$ cat src/rtl/gba_direct_sound_bank.sv
// gba_direct_sound_bank: per-channel 32-bit sample FIFOs, byte sequencers and a saturating stereo mixer
module gba_direct_sound_bank #(
  parameter int NUM_CH = 2,
  parameter int FIFO_DEPTH = 8,
  parameter int OUT_W = 16,
  localparam int LW = $clog2(FIFO_DEPTH) + 1
) (
  input  logic                     gba_clk,
  input  logic                     reset,
  input  logic [1:0]               timer_ovf,
  input  logic [NUM_CH-1:0]        fifo_we,
  input  logic [31:0]              fifo_wdata,
  input  logic [NUM_CH-1:0]        fifo_clr,
  input  logic [NUM_CH-1:0]        ch_timer_sel,
  input  logic [NUM_CH-1:0]        ch_full_vol,
  input  logic [NUM_CH-1:0]        ch_en_l,
  input  logic [NUM_CH-1:0]        ch_en_r,
  input  logic                     master_en,
  output logic [NUM_CH-1:0]        sound_req,
  output logic [NUM_CH*LW-1:0]     fifo_level,
  output logic signed [OUT_W-1:0]  out_l,
  output logic signed [OUT_W-1:0]  out_r,
  output logic                     out_valid
);
  localparam int AW = $clog2(FIFO_DEPTH);
  localparam int SW = OUT_W + $clog2(NUM_CH) + 1;
  localparam logic signed [SW-1:0] MAXV = {{(SW-OUT_W+1){1'b0}}, {(OUT_W-1){1'b1}}};
  localparam logic signed [SW-1:0] MINV = ~MAXV;
  typedef enum logic {EMPTY, LOADED} state_t;
  logic [NUM_CH*8-1:0] samples;
  logic [NUM_CH-1:0] upd;
  genvar n;
  for (n = 0; n < NUM_CH; n++) begin : g_ch
    logic [31:0] mem [FIFO_DEPTH];
    logic [AW-1:0] wp, rp;
    logic [LW-1:0] level, nlevel;
    logic [31:0] word;
    logic [1:0] idx;
    logic signed [7:0] smp;
    logic req, chg, clr, tick, pop, wr;
    state_t st;
    always_comb begin
      clr = fifo_clr[n] | ~master_en;
      tick = timer_ovf[ch_timer_sel[n]];
      pop = st == EMPTY && level != '0;
      wr = fifo_we[n] && (level < LW'(FIFO_DEPTH) || pop);
      nlevel = level + LW'(wr) - LW'(pop);
    end
    // storage is never reset; the pointers alone define its contents
    always_ff @(posedge gba_clk)
      if (wr) mem[wp] <= fifo_wdata;
    always_ff @(posedge gba_clk or posedge reset)
      if (reset) begin
        wp <= '0;
        rp <= '0;
        level <= '0;
        word <= '0;
        idx <= '0;
        smp <= '0;
        req <= 1'b0;
        chg <= 1'b0;
        st <= EMPTY;
      end else if (clr) begin
        wp <= '0;
        rp <= '0;
        level <= '0;
        idx <= '0;
        smp <= '0;
        req <= 1'b0;
        chg <= master_en;
        st <= EMPTY;
      end else begin
        wp <= wp + AW'(wr);
        rp <= rp + AW'(pop);
        level <= nlevel;
        req <= pop && nlevel <= LW'(FIFO_DEPTH / 2);
        chg <= st == LOADED && tick;
        if (pop) begin
          word <= mem[rp];
          idx <= '0;
          st <= LOADED;
        end else if (st == LOADED && tick) begin
          smp <= word[8*idx +: 8];
          idx <= idx + 2'd1;
          if (idx == 2'd3) st <= EMPTY;
        end
      end
    assign samples[8*n +: 8] = smp;
    assign upd[n] = chg;
    assign sound_req[n] = req;
    assign fifo_level[LW*n +: LW] = level;
  end
  logic signed [SW-1:0] sum_l, sum_r, c;
  always_comb begin
    sum_l = '0;
    sum_r = '0;
    c = '0;
    for (int i = 0; i < NUM_CH; i++) begin
      c = SW'(signed'(samples[8*i +: 8])) <<< (ch_full_vol[i] ? OUT_W - 9 : OUT_W - 10);
      sum_l = sum_l + (ch_en_l[i] ? c : '0);
      sum_r = sum_r + (ch_en_r[i] ? c : '0);
    end
  end
  function automatic logic signed [OUT_W-1:0] sat(input logic signed [SW-1:0] v);
    return v > MAXV ? OUT_W'(MAXV) : v < MINV ? OUT_W'(MINV) : OUT_W'(v);
  endfunction
  always_ff @(posedge gba_clk or posedge reset)
    if (reset) begin
      out_l <= '0;
      out_r <= '0;
      out_valid <= 1'b0;
    end else if (!master_en) begin
      out_l <= '0;
      out_r <= '0;
      out_valid <= 1'b0;
    end else begin
      out_valid <= |upd;
      if (|upd) begin
        out_l <= sat(sum_l);
        out_r <= sat(sum_r);
      end
    end
endmodule
$ cat config.mk
export PLATFORM = sky130hd
export DESIGN_NAME = gba_direct_sound_bank
export DESIGN_NICKNAME = d
export VERILOG_FILES = /design/src/rtl/gba_direct_sound_bank.sv
export SDC_FILE = /design/constraint.sdc
export NUM_CORES = 1
export LEC_CHECK = 0
export BUFFER_PORTS_ARGS = -buffer_cell sky130_fd_sc_hd__buf_2
export CORE_ASPECT_RATIO = 0.5
export CORE_MARGIN = 2
export CORE_UTILIZATION = 56
export DETAILED_ROUTE_END_ITERATION = 10
export PLACE_DENSITY = 0.76
export SLEW_MARGIN = 20
export SYNTH_ARGS = -nofsm -noshare
export SYNTH_HDL_FRONTEND = slang
export SYNTH_SLANG_ARGS = --single-unit
$ cat constraint.sdc
create_clock -name gba_clk -period 4.4 [get_ports gba_clk]
set_clock_uncertainty 0.15 [all_clocks]
set_input_delay 0.66 -clock gba_clk [delete_from_list [all_inputs] [get_ports gba_clk]]
set_output_delay 0.66 -clock gba_clk [all_outputs]
set_load 0.05 [all_outputs]
==> impl_metrics.yaml <==
sta:
  maxSlewHeadroom_pct: 33.72
  slew_viol_final: 0
  worst_slew_pin_slew_ns: 0.9943
  min_period_ns: 3.089
  hold_viol: 0
  clock.fmax_mhz: 323.7
  final-setup-viol-count: 0
  rsz0062_at_grt: "false"
  finalSetupTns_ns: 0
  fin_crit_sh_pct: 70.21
synthesis:
  synth.largest_area_cell: "edfxtp_1"
  synth_edf_count: 512
  ys_ff_latch: 645
  synth-seq-area-share_pct: 71.90
  synth.avg_cell_area_um2: 18.57
  yosysWarnings: 0
  synth_top_cells_by_area: "edfxtp_1 59%, dfrtp_1 13%, mux4_2 12%"
  synthArstFlopShare_pct: 20.62
  syn-num-nets: 1492
  ys_types: 53
  netlist_area_um2: 26010
  synth_cells: 1401
  synth-main-ff-cell: "edfxtp_1"
  synth.top_cell.area_share_pct: 59.11
clock_tree:
  clk_pin_slew_worst_paths_ns: 0.06
  cts_root_buf: "clkbuf_16"
  cts.path.max_buffers: 3
  worstSkewPairLatency_ns: 0.62
  cts_tree: "built"
  clock_sinks: 645
  cts_buffers: 54
  cts-htree-levels: 2
  hold_buffers: 0
  ctsResizeCount: 0
  cts_setup_buffers: 0
floorplanning:
  ioPinCount: 92
  coreArea_um2: 45490
  initial_core_util_pct: 57.19
  fp.dieH_um: 156.4
  die_w_um: 308.8
  dieArea_um2: 48300
  num_rows: 55
power:
  power_density_nw_per_um2: 533.7
  p_comb_share_pct: 18.8
  power.internal_w: 0.01134
  irDropWorstVdd_v: 0.0003232
  power_w: 0.01562
  leakagePower_nw: 10.16
  p_switching_w: 0.004276
  seq_power_share_pct: 48.0
  power.share.clock_pct: 33.2
  swShare_pct: 27.38
worst_setup_path:
  crit_required_ns: 4.48
  path_class: "reg -> reg"
  reg2reg_depth: 10
  rrSetupSlack_ns: 1.31
  cp.arrival_ns: 3.17
  start_kind: "register"
  cp_max_fo: 30
  end_kind: "register"
  r2r_start: "g_ch[0].level[2]"
  rr_endpoint: "g_ch[0].mem[0][21]"
placed_design:
  io_buffers: 91
  dp_hpwl_um: 33670
  dpl_cell_area_um2: 27330
  place_congestion: 0.8005
route:
  wire_per_inst_um: 26.18
  first_iter_violations: 1553
  route.detailed.drc: 0
  ant_nets: 0
  drt-total-wl_um: 57000
  dr.pass1.iters: 5
  vias_per_cell: 6.182
  route.vias.total: 13458
global_routing:
  antenna_found_initial: 2
  grt_pass1_vias: 13878
  track_usage_pct: 24.31
  overflow: 0
  grt_pass1_wl_um: 86140
  grt_max_degree: 85
layout:
  drive_gt1_share_pct: 25.31
  fin_nets: 1594
  finish.instance_area_um2: 29260
  syn2layout_area_growth_pct: 12.49
job:
  max_cap_violations: 0
outcome:
  outcome: "finished, final reports clean"
worst_hold_path:
  hold_class: "in -> async"
==> placed cells by master, fill, tap and decap left out, types with 16 or more instances in the layout <==
cell       Yosys  layout
nand2_1       20      20
edfxtp_1     512     512
mux2i_1       97      97
clkbuf_16      0      54
mux4_2       144     144
buf_4         12      28
buf_2         18      91
nor2_1       111      97
ha_1          38      38
o21ai_0       16      16
inv_1         17      16
dfrtp_1      133     127
nor2b_1       33      33
a21oi_1       82      82
and2_1        16      16
==> cells by family (layout without fill, tap and decap cells) <==
group / after synthesis / after routing / synth area share (%)
DFF: 645 / 645 / 71.90
muxes: 243 / 243 / 16.29
and+or+nand+nor: 215 / 215 / 3.983
AOI/OAI and AO/OA: 140 / 140 / 3.295
buffers and inverters: 93 / 241 / 1.621
adders and majority gates: 43 / 43 / 2.174
xor gates and xnor gates: 22 / 22 / 0.7408
other: 0 / 1 / 0
==> per-stage QoR <==
step | worst slack (ns) | cells | util (%) | hold WS [ns]
finish | 1.311 | 2177 | 64.33 | 0.05345
global route | 1.169 | 2177 | 64.33 | 0.1181
CTS | 1.310 | 2176 | 64.32 | 0.08352
detailed placement | 1.078 | 2074 | 60.07 | 0.3184
global placement | 1.108 | 2074 | 60.07 | 0.3177
floorplan | 0.03560 | 1401 | - | 0.3395
==> metal layers <==
| metal | track usage, % | up-vias | routed length, um |
|---|---|---|---|
| met5 | 0 | - | 7 |
| met4 | 6.365 | 2 | 1184 |
| met3 | 6.880 | 83 | 5859 |
| met2 | 38.25 | 627 | 26850 |
| met1 | 33.98 | 7058 | 23100 |
| li1 | - | 5688 | - |
==> registers in the layout, indices dropped and copies added, names as in the netlist, 6 cells and up <==
signal,count
out_l,11
g_ch.level,8
g_ch.smp,16
out_r,11
g_ch.mem,512
g_ch.rp,6
g_ch.wp,6
g_ch.word,64
==> power by group through the flow <==
stage | clock [W] | sequential (W) | combinational [W]
6_report | 0.00518 | 0.00749 | 0.00294
5_1_grt | 0.00546 | 0.00755 | 0.00321
4_1_cts | 0.00525 | 0.00750 | 0.00296
3_5_place_dp | 0 | 0.00762 | 0.00291
3_3_place_gp | 0 | 0.00759 | 0.00278
2_1_floorplan | 0 | 0.00746 | 0.00213
==> cell usage after synthesis, types with 3 or more instances <==
| cell type | instances |
|---|---|
| edfxtp_1 | 512 |
| mux4_2 | 144 |
| dfrtp_1 | 133 |
| nor2_1 | 111 |
| mux2i_1 | 97 |
| a21oi_1 | 82 |
| clkbuf_1 | 39 |
| ha_1 | 38 |
| nor2b_1 | 33 |
| nand2_1 | 20 |
| buf_2 | 18 |
| inv_1 | 17 |
| and2_1 | 16 |
| o21ai_0 | 16 |
| xnor2_1 | 15 |
| buf_4 | 12 |
| nand2b_1 | 10 |
| a21o_1 | 9 |
| nor3_1 | 9 |
| a221o_1 | 8 |
| xor2_1 | 7 |
| buf_1 | 6 |
| and3b_1 | 4 |
| fa_1 | 4 |
| a211oi_1 | 3 |
| nand3_1 | 3 |
==> worst max-delay path, stage by stage (launching register included) <==
cell and delay (ns):
dfrtp_1 0.35, inv_1 0.06, ha_1 0.20, nor3b_1 0.13, or2_2 0.31, inv_1 0.18, o21ai_0 0.14, inv_1 0.13
nand2b_1 0.26, nor3_4 0.26, buf_4 0.51
==> worst max-delay path by stage <==
stage	start	end	slack (ns)	cells past startpoint
after floorplan	reset	g_ch[0].chg	0.04	1
after global placement	ch_full_vol[0]	out_r[14]	1.11	10
after detailed placement	ch_full_vol[0]	out_r[6]	1.08	10
after CTS	g_ch[0].level[2]	g_ch[0].mem[0][21]	1.31	10
after global routing	g_ch[0].level[2]	g_ch[0].mem[0][21]	1.17	10
final	g_ch[0].level[2]	g_ch[0].mem[0][21]	1.31	10
==> area by class of cell <==
type / count / area, um2
Antenna cell: 1 / 2.502
Inverter: 17 / 68.82
Multi-Input combinational cell: 663 / 7030
Timing Repair Buffer: 122 / 725.7
Tap cell: 627 / 784.5
Sequential cell: 645 / 18720
Clock inverter: 31 / 447.9
Fill cell: 2977 / 16230
Clock buffer: 71 / 1485
No activity file was read; power rests on OpenSTA's default activity.
